<file path="src/rtl/legv8_multicycle_ctrl.sv">
// Multi-cycle LEGv8 control sequencer: FETCH/DECODE/EXEC/MEM/WB with a
// variable-latency data-memory handshake, sticky halt on illegal opcodes,
// and a retired-instruction counter.
module legv8_multicycle_ctrl (
  input  logic        CLK,
  input  logic        Reset,
  input  logic [31:0] Inst,
  input  logic        Zero,
  input  logic        MemReady,
  output logic        IRWrite,
  output logic        PCWrite,
  output logic        PCSrc,
  output logic [1:0]  ImmSel,
  output logic        Reg2Loc,
  output logic        ALUSrc,
  output logic        MemtoReg,
  output logic        RegWrite,
  output logic        MemRead,
  output logic        MemWrite,
  output logic [1:0]  ALUOp,
  output logic        Halted,
  output logic [31:0] InstRetired
);

  typedef enum logic [2:0] {
    S_FETCH, S_DECODE, S_EXEC, S_MEM, S_WB, S_HALT
  } state_t;

  typedef enum logic [2:0] {
    C_RTYPE, C_LDUR, C_STUR, C_CBZ, C_B, C_ILL
  } cls_t;

  state_t      state, nxt;
  cls_t        cls, dec_cls;
  logic [1:0]  imm_q;
  logic [31:0] cnt;

  // Only the opcode fields steer control; operand fields pass through the datapath.
  logic unused_inst;
  assign unused_inst = ^Inst[20:0];

  always_comb begin
    dec_cls = C_ILL;
    case (Inst[31:21])
      11'b11111000010: dec_cls = C_LDUR;
      11'b11111000000: dec_cls = C_STUR;
      11'b10001011000,
      11'b11001011000,
      11'b10001010000,
      11'b10101010000: dec_cls = C_RTYPE;
      default: begin
        if (Inst[31:24] == 8'b10110100)    dec_cls = C_CBZ;
        else if (Inst[31:26] == 6'b000101) dec_cls = C_B;
      end
    endcase
  end

  always_ff @(posedge CLK) begin
    if (Reset) begin
      state <= S_FETCH;
      cls   <= C_ILL;
      imm_q <= 2'b00;
      cnt   <= '0;
    end else begin
      state <= nxt;
      if (state == S_DECODE) cls <= dec_cls;
      imm_q <= ImmSel;
      if (PCWrite) cnt <= cnt + 32'd1;
    end
  end

  always_comb begin
    nxt      = state;
    IRWrite  = 1'b0;
    PCWrite  = 1'b0;
    PCSrc    = 1'b0;
    ImmSel   = imm_q;
    Reg2Loc  = 1'b0;
    ALUSrc   = 1'b0;
    MemtoReg = 1'b0;
    RegWrite = 1'b0;
    MemRead  = 1'b0;
    MemWrite = 1'b0;
    ALUOp    = 2'b00;
    Halted   = 1'b0;
    case (state)
      S_FETCH: begin
        IRWrite = 1'b1;
        nxt     = S_DECODE;
      end
      S_DECODE: nxt = (dec_cls == C_ILL) ? S_HALT : S_EXEC;
      S_EXEC: begin
        case (cls)
          C_RTYPE: begin
            ALUOp = 2'b10;
            nxt   = S_WB;
          end
          C_LDUR, C_STUR: begin
            ALUSrc = 1'b1;
            ImmSel = 2'b00;
            nxt    = S_MEM;
          end
          C_CBZ: begin
            Reg2Loc = 1'b1;
            ALUOp   = 2'b01;
            ImmSel  = 2'b10;
            PCWrite = 1'b1;
            PCSrc   = Zero;
            nxt     = S_FETCH;
          end
          C_B: begin
            ImmSel  = 2'b01;
            PCWrite = 1'b1;
            PCSrc   = 1'b1;
            nxt     = S_FETCH;
          end
          default: nxt = S_HALT;
        endcase
      end
      S_MEM: begin
        if (cls == C_LDUR) begin
          MemRead = 1'b1;
        end else begin
          MemWrite = 1'b1;
          Reg2Loc  = 1'b1;
        end
        // A store retires in the same cycle its write completes.
        if (MemReady) begin
          if (cls == C_LDUR) begin
            nxt = S_WB;
          end else begin
            PCWrite = 1'b1;
            nxt     = S_FETCH;
          end
        end
      end
      S_WB: begin
        RegWrite = 1'b1;
        MemtoReg = (cls == C_LDUR);
        PCWrite  = 1'b1;
        nxt      = S_FETCH;
      end
      S_HALT: Halted = 1'b1;
      default: nxt = S_FETCH;
    endcase
    // Reset masks every control immediately, even mid-transaction.
    if (Reset) begin
      IRWrite  = 1'b0;
      PCWrite  = 1'b0;
      PCSrc    = 1'b0;
      ImmSel   = 2'b00;
      Reg2Loc  = 1'b0;
      ALUSrc   = 1'b0;
      MemtoReg = 1'b0;
      RegWrite = 1'b0;
      MemRead  = 1'b0;
      MemWrite = 1'b0;
      ALUOp    = 2'b00;
      Halted   = 1'b0;
    end
  end

  assign InstRetired = Reset ? 32'd0 : cnt;

endmodule

</file>
<file path="config.mk">
export PLATFORM = sky130hd
export DESIGN_NAME = legv8_multicycle_ctrl
export DESIGN_NICKNAME = d
export VERILOG_FILES = /design/src/rtl/legv8_multicycle_ctrl.sv
export SDC_FILE = /design/constraint.sdc
export NUM_CORES = 1
export LEC_CHECK = 0
export CELL_PAD_IN_SITES_DETAIL_PLACEMENT = 0
export CELL_PAD_IN_SITES_GLOBAL_PLACEMENT = 1
export CORE_MARGIN = 2
export CORE_UTILIZATION = 33
export CTS_CLUSTER_DIAMETER = 150
export DETAILED_ROUTE_END_ITERATION = 16
export GPL_ROUTABILITY_DRIVEN = 0
export GPL_TIMING_DRIVEN = 0
export PLACE_DENSITY_LB_ADDON = 0.05
export RECOVER_POWER = 100
export SLEW_MARGIN = 15
export SYNTH_ARGS = -nofsm -noshare
export SYNTH_HDL_FRONTEND = slang
export SYNTH_SLANG_ARGS = --single-unit
</file>
<file path="constraint.sdc">
create_clock -name CLK -period 2.5 [get_ports CLK]
set_clock_uncertainty 0.1 [all_clocks]
set_input_delay 0.5 -clock CLK [delete_from_list [all_inputs] [get_ports CLK]]
set_output_delay 0.5 -clock CLK [all_outputs]
set_load 0.02 [all_outputs]
</file>
# Word level (Yosys, flattened, before mapping)

Cells that the tools add are included.

Memory bits (read-only): 0
Bits in writable memories: 0
Bits in latches: 0
Logic and storage cells: 73
Register bits after elaboration: 40
Input port bits: 36
Memories: 0
Output and inout port bits: 46

Shifts and indexed selects: 0
Magnitude comparators: 0
Equal/unequal tests: 19
Bitwise logic cells: 1
Add/sub/neg operators: 1
Mux-type cells: 42
Multipliers: 0
Reduce and logical (&&, ||, !) cells: 6
Divide/modulo/power cells: 0

Operators with widths:

| kind                  | count |
|---|---|
| $eq 11x11->1 const B  | 6 |
| $add 32x1->32 const B | 1 |
| $mux 32               | 1 |
| $mux 1                | 25 |
| $pmux 3 s3            | 2 |
| $pmux 3 s5            | 1 |
| $eq 3x2->1 const B    | 4 |
| $eq 3x3->1 const B    | 4 |
| $mux 3                | 4 |
| $eq 8x8->1 const B    | 1 |
| $mux 2                | 4 |
| $eq 3x1->1 const B    | 2 |
| $eq 6x3->1 const B    | 1 |
| $logic_not 3->1       | 2 |
| $pmux 2 s3            | 1 |
| $pmux 1 s2            | 2 |
| $pmux 2 s2            | 1 |
| $reduce_or 2->1       | 2 |
| $reduce_or 4->1       | 1 |
| $pmux 1 s3            | 1 |
| $ne 2x2->1 const B    | 1 |
| $reduce_and 2->1      | 1 |
| $not 1->1             | 1 |

# Logic depth before layout (Yosys ltp)

Gate-level depths: netlist of run 1.

Depth in word-level cells: 7
Gate-level depth with buffers: 9
Mapped depth without buffers: 5

# Worst setup path after synthesis of run 1

OpenSTA, ideal clock, no wires.

Path kind: register -> output
From: register state[1]
To: output port ALUOp[1]
Required time: 1900 ps
Cell stages (with the launch flop): 6
Arrival: 1840 ps
Path slack: 60 ps
Path through: dfxtp_1 > buf_4 > or3b_1 > buf_2 > or2_2 > nor4_1

Word-level cells in the longest chain between the ends: 3

Ends and longest elaborated chain:

| element                | RTL line | RTL |
|---|---|---|
| start, declared        | 33       | `state_t state, nxt;` |
| start signal, assigned | 65       | `state <= nxt;` |
| $eq 3x2->1             | 86       | `case (state)` |
| $mux 2                 | 86       |  |
| $mux 2                 | 147      | `if (Reset) begin` |
| end, declared          | 20       | `output logic [1:0] ALUOp,` |

Every way passes these cells.

# Worst setup path after layout of run 1

From: input port Reset
To: output port InstRetired[28]

Word-level cells in the longest chain between the ends: 1

Ends and longest elaborated chain:

| element         | RTL line | RTL |
|---|---|---|
| start, declared | 6        | `input logic Reset,` |
| $mux 32         | 163      | `assign InstRetired = Reset ? 32'd0 : cnt;` |
| end, declared   | 22       | `output logic [31:0] InstRetired` |

Every way passes these cells.

==> key figures, run 1 <==
Setup path
  • Required time of the critical path: 1900 ps
  • Crit start category: input port
  • Most common cell on crit path: clkbuf_4
  • Crit Path Max Fanout: 10
  • Crit path DAT: around 1800 ps
  • Setup crit end kind: output port
  • Critical path's slowest cell: clkdlybuf4s50_1
  • CP cell instances: clkbuf_4, clkbuf_8, clkbuf_4, nor2b_1, clkdlybuf4s50_1
  • Kind of critical path: input port to output port
  • Slowest stage delay, CP: a little over 600 ps

Power and ir drop
  • Int Power: between 1 and 1.5 mW
  • Total power: ~1.4 mW
  • Comb pwr share: 0.158
  • Clock Power Share: 0.378
  • Max IR drop VDD: about 0.00033 V
  • Sw frac: 0.267
  • Switch Pwr: about 0.38 mW
  • Seq pwr share: 0.465
  • Leakage: between 1.5 and 2 nW
  • Power per cell area: roughly 400 nW/µm²

Logic synthesis
  • Syn. warnings: 0
  • Netlist cell types: 48
  • Sequential-to-total area share from yosys stat: 0.332
  • Syn avg cell area: about 8.0 µm²
  • Post-synth EDFFs: 0
  • Cells after Synth: just over 300
  • Async set-reset flop share out of synthesis: 0
  • Synthesized area: approximately 2400 µm²
  • Synthesized flop and latch total: 40
  • Dominant synthesized flop cell: dfxtp_1
  • Post-Syn Nets: between 300 and 400

Floorplanning
  • Core area: 7180 µm²
  • Die height: just under 90 µm
  • Die area: around 8000 µm²
  • Starting Density: 0.336
  • Die W: approximately 89 µm
  • Rows: 31
  • I/O pins: about 80

Global routing
  • Overall Global Routing Usage: 0.190
  • Initial antenna violation count: 0
  • Number of global-route vias before repair: about 2200
  • Total grt overflow: 0
  • Largest net degree at the start of global routing: 14
  • Global-route wire length before repair: approximately 12000 µm

Finish
  • Share of cells above drive strength 1: 0.197
  • Multi-input logic area: ~1600 µm²
  • Final net count: about 420
  • Seq. cell area: ~800 µm²
  • Fin util: 0.485
  • Final cell count without fillers: 480
  • Filler cell count: 733
  • Area Overhead vs Synth: 44.3%
  • N_diodes: 0

Hold path
  • Hold Crit Class: flip-flop to flip-flop

STA
  • Tmin final: 2440 ps
  • Fmax: 0.411 GHz
  • Max-slew violations: 0
  • RSZ-0062 raised after global routing: true
  • Measured slew at the worst slew-check pin: between 500 and 600 ps
  • Tcrit/Tclk final: 0.974
  • Final Setup Violations: 0
  • Hold Vio Cnt, Final: 0
  • Slew HR: 0.599
  • Fin Hold WS: 388 ps

Place
  • Inst Count DP: between 400 and 500
  • Buffers on Ports: 60
  • Hpwl dp: 5270 µm

Route
  • Initial DRC count: 66
  • Final ANT Viol Nets: 0
  • Detailed-route DRC error count: 0
  • Vias per std cell: just over 5
  • Drt first pass iters: 4
  • Routed length per instance: around 15 µm
  • Final wirelength: around 7400 µm
  • Vias: about 2500

CTS
  • Total clock sinks: 40
  • Longest Clk Path Bufs: 2
  • Post-CTS Hold Buffers: 0
  • Worst-path clk slew: about 80 ps
  • CTS H-tree depth: 2
  • CTS tree: yes
  • Root buf cell: clkbuf_8
  • Clk_lat worst skew: ~300 ps
  • TritonCTS Buffers: 5

Job
  • Maxcap violations: 0

Run status
  • Status: finished clean
## logic make-up (layout without fill, tap and decap cells)
| kind of cell | count (synthesis) | in the layout | share of synthesized area |
|---|---|---|---|
| buffers and inverters | 26 | 104 | 0.0446 |
| flip-flops | 40 | 40 | 0.332 |
| AND/OR/NAND/NOR | 149 | 149 | 0.351 |
| XOR/XNOR | 10 | 10 | 0.0363 |
| AO/OA/AOI/OAI | 69 | 69 | 0.194 |
| multiplexers | 8 | 8 | 0.0363 |
| adder cells (fa/ha/maj) | 1 | 1 | 0.00519 |
## cell type report
class | count | share of cell area
clock inverter | 3 | 0.0122
tap | 99 | 0.0356
clock buffer | 5 | 0.0198
sequential | 40 | 0.231
timing repair buffer | 70 | 0.198
inverter | 7 | 0.00755
buffer | 19 | 0.0414
multi-input combinational | 237 | 0.455
## synthesized netlist by cell type (3+ instances only)
library cell  instances  area share
a21oi_1              25       0.052
dfxtp_1              40        0.33
o21ai_1               5       0.010
clkbuf_1             10       0.016
nor3_1                8       0.017
buf_1                 3      0.0047
buf_2                 5       0.010
or2_2                 3      0.0078
nand2b_1              3      0.0078
mux2_2                6       0.028
nor3b_1               4       0.012
o31ai_1              11       0.034
nor4_1                3      0.0078
and3_1                4       0.010
xor2_1               10       0.036
o21ai_0               9       0.019
or4_1                10       0.031
and4_1                3       0.011
and2_1                3      0.0078
nand2_1               9       0.014
nand3b_1              3      0.0093
or3_1                 8       0.021
nor2b_1              29       0.075
nand4_1               5       0.013
nor2_1               35       0.054
inv_1                 7       0.011
o2111ai_1             3       0.011
nand3_1              11       0.023
## state kept, by name, indices dropped and copies added (netlist names)
name and flops:
state 3, cnt 32, cls 3, imm_q 2
## metrics by stage
stage | setup slack [ps] | setup TNS, ps | instance area [µm²]
after floorplan | 60.2 | 0 | 2410
after global placement | -1770 | -69430 | 3140
after detailed placement | -1730 | -67390 | 3140
after CTS | 0.0691 | 0 | 3320
after global routing | -4.44 | -4.53 | 3480
final | 64.0 | 0 | 3480
## layer usage
metal  track usage  wire (µm)  up-vias
met2         0.311       3550       48
met1         0.266       3610     1174
met5             0          0        -
li1              -          -     1260
met3        0.0249        232        3
met4        0.0448         27        0
## power by group through the flow
| stage | sequential (mW) | combinational [mW] | clock (mW) |
|---|---|---|---|
| 2_1_floorplan | 0.672 | 0.122 | 0 |
| 3_3_place_gp | 0.674 | 0.199 | 0 |
| 3_5_place_dp | 0.675 | 0.199 | 0 |
| 4_1_cts | 0.661 | 0.211 | 0.553 |
| 5_1_grt | 0.664 | 0.245 | 0.572 |
| 6_report | 0.662 | 0.225 | 0.538 |
## critical path: cells and delay by family
family / cells / cell delay [ps]
buf+inv: 4 / 1200
simple gates: 1 / 120
## placed cells by master, fill, tap and decap left out, types with 9 or more instances in the layout
master           Yosys  final
nor2b_1             29     29
clkdlybuf4s50_1      0     24
nand2_1              9      9
buf_4                1     15
dlymetal6s2s_1       0     18
nor2_1              35     32
xor2_1              10     10
or4_1               10     10
dfxtp_1             40     38
o31ai_1             11     10
a21oi_1             25     24
nand3_1             11     11
## worst paths after layout
path / startpoint / end / slack (ps) / depth (start not counted)
worst max-delay path: Reset / InstRetired[28] / 60 / 5
worst min-delay path: cnt[31] / cnt[31] / 390 / 2
worst max register to register: cls[0] / cnt[31] / 120 / 8
worst min register to register: cnt[31] / cnt[31] / 390 / 2
## timing repair
action / 4_1_cts / 5_1_grt
pin swaps: 3 / 5
resized for setup: 77 / 53
endpoints found under the setup margin: 79 / 49
buffers inserted: 2 / 8
No activity file was read; power rests on OpenSTA's default activity.
==> inputs of run 2 (changes only) <==
--- a/config.mk
+++ b/config.mk
@@ -8,7 +8,8 @@
 export CELL_PAD_IN_SITES_DETAIL_PLACEMENT = 0
 export CELL_PAD_IN_SITES_GLOBAL_PLACEMENT = 1
 export CORE_MARGIN = 2
-export CORE_UTILIZATION = 33
+export CORE_UTILIZATION = 30
+export CTS_BUF_LIST = sky130_fd_sc_hd__clkbuf_16
 export CTS_CLUSTER_DIAMETER = 150
 export DETAILED_ROUTE_END_ITERATION = 16
 export GPL_ROUTABILITY_DRIVEN = 0
==> run 2 against run 1 <==
Compared with the run above: critical path depth up 1; die area up 9.5%; worst hold slack worse by 10 ps; clock-buffer cell count unchanged; highest routed layer unchanged; critical path type is now flip-flop to output port; largest cell class unchanged; final area down 0.11%; via count up 0.12%; clock power up 39%.
==> key figures, run 2 (synthesized netlist as in run 1, its figures left out) <==
Place
  • Buffers on Ports: 60 (unchanged)
  • Hpwl dp: 5320 µm (+0.93%)
  • Placed Area: 3140 µm² (+0.12%)

STA
  • Hold Vio Cnt, Final: 0 (unchanged)
  • Tcrit/Tclk final: 0.983 (+0.00833)
  • Max-slew violations: 0 (unchanged)
  • Measured slew at the worst slew-check pin: 582 ps (-10.3 ps)
  • RSZ-0062 raised after global routing: true
  • Fin Hold WS: 378 ps (-10.1 ps)
  • Tmin final: 2460 ps (+20.8 ps)
  • Final Setup Violations: 0 (unchanged)
  • Slew HR: 0.606 (+0.00698)
  • Fmax: 0.407 GHz (-0.85%)

Floorplanning
  • I/O pins: 82 (unchanged)
  • Starting Density: 0.310 (-0.0256)
  • Rows: 32 (+3.2%)
  • Die height: 93.7 µm (+4.7%)
  • Core area: 7770 µm² (+8.2%)
  • Die W: 93.7 µm (+4.7%)
  • Die area: 8770 µm² (+9.5%)

Global routing
  • Initial antenna violation count: 0 (unchanged)
  • Global-route wire length before repair: 12300 µm (+4.6%)
  • Total grt overflow: 0 (unchanged)
  • Number of global-route vias before repair: 2320 (+3.3%)
  • Overall Global Routing Usage: 0.179 (-0.0115)
  • Largest net degree at the start of global routing: 15 (+1)

Setup path
  • Setup crit end kind: output port
  • Crit start category: flip-flop
  • Crit Path Max Fanout: 7 (-3)
  • Crit path DAT: 1860 ps (+20 ps)
  • R2r startpoint: state[1]
  • Required time of the critical path: 1900 ps (about the same)
  • Worst r2r dst: cnt[27]
  • FF-to-FF path depth: 9 (+1)
  • Kind of critical path: flip-flop to output port
  • Crit. Startpoint: state[1]
  • Flop2flop setup slack: 100 ps (-20 ps)

Route
  • Final ANT Viol Nets: 0 (unchanged)
  • Vias per std cell: 5.15 (-0.50%)
  • Final wirelength: 7630 µm (+2.8%)
  • Vias: 2488 (+0.12%)
  • Detailed-route DRC error count: 0 (unchanged)
  • Drt first pass iters: 4 (unchanged)
  • Routed length per instance: 15.8 µm (+2.2%)
  • Initial DRC count: 106 (+61%)

Finish
  • Final Cell Area: 3480 µm² (-0.11%)
  • N_diodes: 0 (unchanged)
  • Max FFs per register: 32 (unchanged)
  • Largest Register: cnt
  • Regs by FF count: cnt: 32 flops, cls: 3 flops, state: 3 flops
  • Most frequent cells in the layout: dfxtp_1, nor2_1, nor2b_1
  • Area Overhead vs Synth: 44.2%
  • Final net count: 417 (unchanged)
  • Filler cell count: 817 (+11%)
  • Multi-input logic area: 1550 µm² (-2.1%)
  • Seq. cell area: 802 µm² (-0.16%)
  • Share of cells above drive strength 1: 0.184 (-0.0131)
  • Commonest non-fill, non-tap cell in the layout: dfxtp_1

CTS
  • Root buf cell: clkbuf_16
  • Total clock sinks: 40 (unchanged)
  • CTS tree: yes
  • Worst-path clk slew: 60 ps (-20 ps)
  • Clk_lat worst skew: 290 ps (about the same)
  • CTS H-tree depth: 2 (unchanged)
  • Post-CTS Hold Buffers: 0 (unchanged)
  • Longest Clk Path Bufs: 2 (unchanged)
  • TritonCTS Buffers: 5 (unchanged)

Hold path
  • Hold endpoint: cnt[31]
  • Hold Crit Class: flip-flop to flip-flop
  • Hold depth: 2 (unchanged)
  • Hold_sp: cnt[31]

Power and ir drop
  • Total power: 1.62 mW (+14%)
  • Max IR drop VDD: 0.000306 V (-7.3%)
  • Power per cell area: 467 nW/µm² (+14%)
  • Leakage: 1.45 nW (-4.5%)

Job
  • Maxcap violations: 0 (unchanged)

Run status
  • Status: finished clean
==> run 2: repair_timing <==
action	4_1_cts	5_1_grt
hold endpoints to repair	0	0
gates cloned	0	0
pin swaps	2	4
gates resized for setup	73	38
buffers inserted	2	8
setup endpoints to repair	85	33
==> run 2: worst max path at each step <==
| stage | slack, ps | to | cells after the start |
|---|---|---|---|
| after floorplan | 60 | ALUOp[1] | 5 |
| after global placement | -1820 | PCWrite | 6 |
| after detailed placement | -1810 | PCWrite | 6 |
| after CTS | -50 | PCWrite | 6 |
| after global routing | -60 | PCWrite | 6 |
| final | 40 | ALUOp[1] | 6 |
==> run 2: worst max-delay path, cell delays in order (launching register included) <==
cell	delay [ps]
dfxtp_1	320
buf_6	110
or3b_1	340
buf_4	170
or2_4	240
nor4_1	180
buf_2	210
==> run 2: per-layer routing <==
layer,vias to the layer above,GRT usage,part of all wire
met1,1160,0.253,0.49
met3,7,0.0313,0.041
met2,51,0.280,0.45
li1,1270,-,-
met4,0,0.0471,0.011
met5,-,0,0
==> run 2: report_power, final <==
group / total, mW / internal, mW / leakage, nW / switching, mW
Combinational: 0.213 / 0.0908 / 1.04 / 0.122
Sequential: 0.661 / 0.651 / 0.323 / 0.0100
Clock: 0.748 / 0.474 / 0.0840 / 0.274
==> run 2: layout make-up <==
type | instances | share of cell area
plain buffers | 19 | 0.0356
clock inverters | 3 | 0.0137
repair buffers | 70 | 0.194
inverters | 7 | 0.00756
well taps | 102 | 0.0367
clock buffers | 5 | 0.0360
flip-flops and latches | 40 | 0.231
multi-input cells | 237 | 0.445
==> run 2: through the flow <==
| step | instances | setup WS [ps] | util | TNS (ps) |
|---|---|---|---|---|
| 2_1_floorplan | 303 | 60.2 | - | 0 |
| 6_report | 483 | 43.1 | 0.447 | 0 |
| 3_5_place_dp | 465 | -1810 | 0.404 | -73190 |
| 3_3_place_gp | 465 | -1820 | 0.404 | -72730 |
| 4_1_cts | 475 | -50.3 | 0.432 | -50.3 |
| 5_1_grt | 483 | -55.3 | 0.447 | -153 |
